<file path="config.mk">
export PLATFORM = sky130hd
export DESIGN_NAME = ipc_msg_parser
export DESIGN_NICKNAME = d
export VERILOG_FILES = /design/src/rtl/ipc_msg_parser.sv
export SDC_FILE = /design/constraint.sdc
export NUM_CORES = 1
export LEC_CHECK = 0
export BUFFER_PORTS_ARGS = -buffer_cell sky130_fd_sc_hd__buf_2
export CORE_MARGIN = 2
export CORE_UTILIZATION = 40
export CTS_CLUSTER_DIAMETER = 40
export CTS_CLUSTER_SIZE = 8
export DETAILED_ROUTE_END_ITERATION = 8
export GPL_ROUTABILITY_DRIVEN = 0
export PLACE_DENSITY = 0.71
export SYNTH_ARGS = -nofsm -noshare
export SYNTH_HDL_FRONTEND = slang
export SYNTH_SLANG_ARGS = --single-unit
</file>
<file path="constraint.sdc">
create_clock -name clk -period 4.9 [get_ports clk]
set_clock_uncertainty 0.2 [all_clocks]
set_input_delay 0.245 -clock clk [delete_from_list [all_inputs] [get_ports clk]]
set_output_delay 0.245 -clock clk [all_outputs]
set_load 0.03 [all_outputs]
</file>
<file path="src/rtl/ipc_msg_parser.sv">
// Splits the IPC token FIFO stream into header+parameter commands for the command handler.
// Latency: three cycles per token (pop, FIFO read latency, sample); a command is offered the cycle after its last token is sampled.
// Backpressure: holds a command while CMD_READY is low and stops popping; waits in S_POP while FIFO_EMPTY is high.
//
// Ports:
//   clk, reset          clock and synchronous active-high reset
//   START / IDLE        run start pulse / idle indication
//   FIFO_EMPTY, FIFO_DATA, FIFO_RD_EN
//                       token FIFO read port; read latency is one cycle
//   CMD_VALID, CMD_READY, CMD_OPCODE, CMD_NPARAM, CMD_PARAMS
//                       command handshake toward the handler
//   ERR_STRB            one-cycle pulse per malformed or truncated command
//   MSG_COUNT           commands accepted in the current run, saturating
module ipc_msg_parser #(
    parameter int TOKEN_WIDTH = 32,
    parameter int MAX_PARAMS  = 8,
    parameter int MAX_TOKENS  = 64
) (
    input  logic                              clk,
    input  logic                              reset,
    input  logic                              START,
    output logic                              IDLE,
    input  logic                              FIFO_EMPTY,
    input  logic [TOKEN_WIDTH-1:0]            FIFO_DATA,
    output logic                              FIFO_RD_EN,
    output logic                              CMD_VALID,
    input  logic                              CMD_READY,
    output logic [7:0]                        CMD_OPCODE,
    output logic [7:0]                        CMD_NPARAM,
    output logic [MAX_PARAMS*TOKEN_WIDTH-1:0] CMD_PARAMS,
    output logic                              ERR_STRB,
    output logic [7:0]                        MSG_COUNT
);

    localparam int CW = $clog2(MAX_TOKENS + 1);
    localparam logic [7:0]    MAXP8   = 8'(MAX_PARAMS);
    localparam logic [CW-1:0] BUDGET  = CW'(MAX_TOKENS);

    typedef enum logic [2:0] {
        S_IDLE,
        S_POP,
        S_WAIT,
        S_HDR,
        S_PARAM,
        S_EMIT
    } state_t;

    state_t        state;
    state_t        state_nxt;
    logic [CW-1:0] pop_cnt;
    logic [7:0]    param_idx;
    logic          want_hdr;   // next sampled token is a header
    logic          discard;    // consuming the parameters of an oversized command
    logic          err_set;

    logic          budget_hit;
    logic          hdr_zero;
    logic [7:0]    hdr_op;
    logic [7:0]    hdr_n;
    logic          last_param;

    assign budget_hit = (pop_cnt == BUDGET);
    assign hdr_zero   = (FIFO_DATA == '0);
    assign hdr_op     = FIFO_DATA[TOKEN_WIDTH-1 -: 8];
    assign hdr_n      = FIFO_DATA[TOKEN_WIDTH-9 -: 8];
    assign last_param = (({1'b0, param_idx} + 9'd1) == {1'b0, CMD_NPARAM});

    assign IDLE      = (state == S_IDLE) && !START;
    assign CMD_VALID = (state == S_EMIT);

    always_comb begin
        state_nxt  = state;
        FIFO_RD_EN = 1'b0;
        err_set    = 1'b0;
        case (state)
            S_IDLE: begin
                if (START) begin
                    state_nxt = S_POP;
                end
            end
            S_POP: begin
                // Budget exhausted: a missing header just ends the run, missing
                // parameters mean the command in flight is truncated.
                if (budget_hit) begin
                    state_nxt = S_IDLE;
                    err_set   = !want_hdr;
                end else if (!FIFO_EMPTY) begin
                    FIFO_RD_EN = 1'b1;
                    state_nxt  = S_WAIT;
                end
            end
            S_WAIT: begin
                state_nxt = want_hdr ? S_HDR : S_PARAM;
            end
            S_HDR: begin
                if (hdr_zero) begin
                    state_nxt = S_IDLE;
                end else if (hdr_n == 8'd0) begin
                    state_nxt = S_EMIT;
                end else begin
                    err_set   = (hdr_n > MAXP8);
                    state_nxt = S_POP;
                end
            end
            S_PARAM: begin
                if (last_param && !discard) begin
                    state_nxt = S_EMIT;
                end else begin
                    state_nxt = S_POP;
                end
            end
            S_EMIT: begin
                if (CMD_READY) begin
                    state_nxt = S_POP;
                end
            end
            default: state_nxt = S_IDLE;
        endcase
    end

    always_ff @(posedge clk) begin
        if (reset) begin
            state      <= S_IDLE;
            pop_cnt    <= '0;
            param_idx  <= '0;
            want_hdr   <= 1'b1;
            discard    <= 1'b0;
            CMD_OPCODE <= '0;
            CMD_NPARAM <= '0;
            CMD_PARAMS <= '0;
            ERR_STRB   <= 1'b0;
            MSG_COUNT  <= '0;
        end else begin
            state    <= state_nxt;
            ERR_STRB <= err_set;
            case (state)
                S_IDLE: begin
                    if (START) begin
                        pop_cnt   <= '0;
                        MSG_COUNT <= '0;
                        want_hdr  <= 1'b1;
                        discard   <= 1'b0;
                    end
                end
                S_POP: begin
                    if (FIFO_RD_EN) begin
                        pop_cnt <= pop_cnt + CW'(1);
                    end
                end
                S_HDR: begin
                    if (!hdr_zero) begin
                        CMD_OPCODE <= hdr_op;
                        CMD_NPARAM <= hdr_n;
                        CMD_PARAMS <= '0;
                        param_idx  <= '0;
                        want_hdr   <= (hdr_n == 8'd0);
                        discard    <= (hdr_n > MAXP8);
                    end
                end
                S_PARAM: begin
                    if (!discard) begin
                        for (int i = 0; i < MAX_PARAMS; i++) begin
                            if (param_idx == 8'(i)) begin
                                CMD_PARAMS[i*TOKEN_WIDTH +: TOKEN_WIDTH] <= FIFO_DATA;
                            end
                        end
                    end
                    param_idx <= param_idx + 8'd1;
                    if (last_param) begin
                        want_hdr <= 1'b1;
                        discard  <= 1'b0;
                    end
                end
                S_EMIT: begin
                    if (CMD_READY && (MSG_COUNT != 8'hFF)) begin
                        MSG_COUNT <= MSG_COUNT + 8'd1;
                    end
                end
                default: ;
            endcase
        end
    end

endmodule

</file>
==> impl_metrics.env <==
export IMPL_outcome="complete, no violations"
export IMPL_finalSetupViolCount=0
export IMPL_clock_latency_ns=0.54
export IMPL_synth_cell_types=51
export IMPL_dr_pass1_iters=5
export IMPL_path_class="register to register"
export IMPL_drtIter0Drc=710
export IMPL_area_sequential_um2=6030
export IMPL_synth_edf_count=0
export IMPL_hpwl_um=24300
export IMPL_grt_overflow_total=0
export IMPL_numClockSinks=301
export IMPL_end_kind="register"
export IMPL_post_place_ws_ns=1.22
export IMPL_synthArstFlopShare_pct=0
export IMPL_yosysSeqAreaShare_pct=56.3
export IMPL_hold_ws_ns=0.0407
export IMPL_path_max_fanout=19
export IMPL_layout_min_cycle_time_ns=3.69
export IMPL_cts_max_path_buffers=3
export IMPL_clkPwrFrac_pct=52.4
export IMPL_timing_max_cap_violations=0
export IMPL_combPwrFrac_pct=4.4
export IMPL_grt_setup_unrepaired="no"
export IMPL_routed_via_density=5.64
export IMPL_cts_tree="done"
export IMPL_finalSetupTns_ns=0
export IMPL_setup_ws_ns=1.21
export IMPL_hold_class="input pin to register"
export IMPL_grt_pass1_vias=8939
export IMPL_hold_viol_final=0
export IMPL_power_density_nw_per_um2=405
export IMPL_ios=321
export IMPL_fin_area_um2=14200
export IMPL_yosys_area_top_type_share_pct=56.3
export IMPL_grt_first_pass_wirelength_um=53600
export IMPL_maxSlewViolCount=0
export IMPL_crit_arrival_ns=3.98
export IMPL_dr_total_vias=9336
export IMPL_drc=0
export IMPL_synthTopCellsByArea="dfxtp_1 56%, a22o_1 18%, o2bb2ai_1 2.6%"
export IMPL_layout_commonest_cell="buf_2"
export IMPL_synth_avg_cell_area_um2=10.7
export IMPL_clock_fmax_mhz=271
export IMPL_utilization_pct=54.3
export IMPL_min_period_over_period_pct=75.3
export IMPL_die_area_um2=28100
export IMPL_yosysWarnings=0
export IMPL_nets=1350
export IMPL_dp_cells=1556
export IMPL_p_switching_mw=1.32
export IMPL_drtAntennaViolNets=0
export IMPL_swShare_pct=22.9
export IMPL_vdd_ir_drop_max_uv=321
export IMPL_fp_row_count=59
export IMPL_clockRootBuffer="clkbuf_16"
export IMPL_antenna_cells=0
export IMPL_synth_nets=1044
export IMPL_p_int_mw=4.44
export IMPL_leakage_nw=6.55
export IMPL_numPortBuffers=320
export IMPL_core_region_area_um2=26200
export IMPL_relSlewSlack_pct=28.9
export IMPL_n_fill_cell=2247
export IMPL_syn_inst=1000
export IMPL_antenna_found_initial=1
export IMPL_ys_ff_latch=301
export IMPL_tightest_slew_ns=1.06
export IMPL_grtUsageTotal_pct=24.4
export IMPL_htreeDepth=2
export IMPL_area_growth_pct=32.8
export IMPL_cp_data_required_time_ns=5.19
export IMPL_cp_start_kind="register"
export IMPL_seqPwrFrac_pct=43.1
export IMPL_multiInputGateArea_um2=4270
export IMPL_numCtsBuffers=48
export IMPL_wl_per_cell_um=21.5
export IMPL_synth_area_um2=10700
export IMPL_dieHeight_um=168
export IMPL_final_cell_mix="320 x buf_2, 301 x dfxtp_1, 218 x a22o_1"
export IMPL_ctsResizeCount=0
export IMPL_yosys_area_top_type="dfxtp_1"
export IMPL_drive_gt1_share_pct=31.1
export IMPL_start_util_pct=40.9
export IMPL_drt_wl_total_um=35600
export IMPL_placed_area_um2=12500
export IMPL_grt_max_degree=53
export IMPL_stdcell_count=1655
export IMPL_die_w_um=168
export IMPL_power_total_mw=5.76
export IMPL_synth_ff_type="dfxtp_1"
export IMPL_clk_pin_slew_ns=0.05
layer usage:
metal / wire (um) / global-route usage, % / up-vias
met5: 0 / 0 / -
met4: 1210 / 10.1 / 0
met3: 2780 / 5.32 / 82
met2: 16100 / 38.9 / 472
met1: 15600 / 32.2 / 4520
li1: - / - / 4262
critical path, cell delays in order, from the launching register on:
cell	delay (ns)
dfxtp_1	0.52
or3b_1	0.70
nor4_4	0.57
nand2_1	0.21
a2111oi_4	0.89
buf_4	0.38
a22o_1	0.17
registers in the layout (all words and copies together) (netlist names):
signal,count
CMD_NPARAM,8
MSG_COUNT,8
state,3
ERR_STRB,1
want_hdr,1
CMD_PARAMS,256
discard,1
pop_cnt,7
CMD_OPCODE,8
param_idx,8
synthesized netlist by cell type, types with 2 or more instances:
master	number
a32o_1	6
a22oi_1	2
buf_1	32
and3_1	7
nand2_1	60
nor4_1	8
o2bb2ai_1	32
dfxtp_1	301
nand4b_1	3
nand3_1	10
ha_1	7
and2_1	37
nand2b_1	2
a311oi_1	4
xor2_1	10
o211ai_1	2
nor3_1	7
clkbuf_1	51
a21oi_1	19
or3_1	4
nor2b_1	6
or4_1	3
a221oi_1	4
o21ai_0	15
inv_1	12
mux2i_1	16
a21oi_2	6
xnor2_1	9
nor2_1	48
buf_2	29
a31oi_1	4
a22o_1	218
nand4_1	8
cell type report:
| class | count | share of cell area, % |
|---|---|---|
| clock inverters | 11 | 1.21 |
| clock buffers | 53 | 8.72 |
| repair buffers | 368 | 14.4 |
| multi-input cells | 575 | 30.0 |
| inverters | 12 | 0.317 |
| well taps | 335 | 2.95 |
| flip-flops and latches | 301 | 42.4 |
final timing paths:
check                         startpoint  cells after the start                          end  slack [ns]
max                state[2]$_SDFFE_PP0P_                      6  CMD_PARAMS[10]$_SDFFE_PP0P_        1.21
min reg2reg  CMD_PARAMS[63]$_SDFFE_PP0P_                      1  CMD_PARAMS[63]$_SDFFE_PP0P_        0.26
min                                reset                      2   CMD_NPARAM[2]$_SDFFE_PP0P_        0.04
max reg2reg        state[2]$_SDFFE_PP0P_                      6  CMD_PARAMS[10]$_SDFFE_PP0P_        1.21
kinds of logic after synthesis:
family                     Yosys count  synth area share [%]
and+or+nand+nor                    211                  9.94
buffers and inverters              124                  4.69
AOI/OAI and AO/OA                  322                  25.2
DFF                                301                  56.3
muxes                               16                  1.50
xor gates and xnor gates            19                  1.55
adders and majority gates            7                 0.818
power groups by stage:
stage | Combinational [mW] | Sequential [mW] | Clock [mW]
after CTS | 0.254 | 2.48 | 3.06
after detailed placement | 0.232 | 2.53 | 0
after floorplan | 0.131 | 2.54 | 0
after global placement | 0.229 | 2.53 | 0
after global routing | 0.274 | 2.48 | 3.17
final | 0.256 | 2.48 | 3.02
timing repair:
| item | 4_1_cts | 5_1_grt |
|---|---|---|
| buffers inserted | 0 | 0 |
| hold buffers | 35 | 0 |
| hold endpoints to repair | 90 | 0 |
No activity file was read; power rests on OpenSTA's default activity.
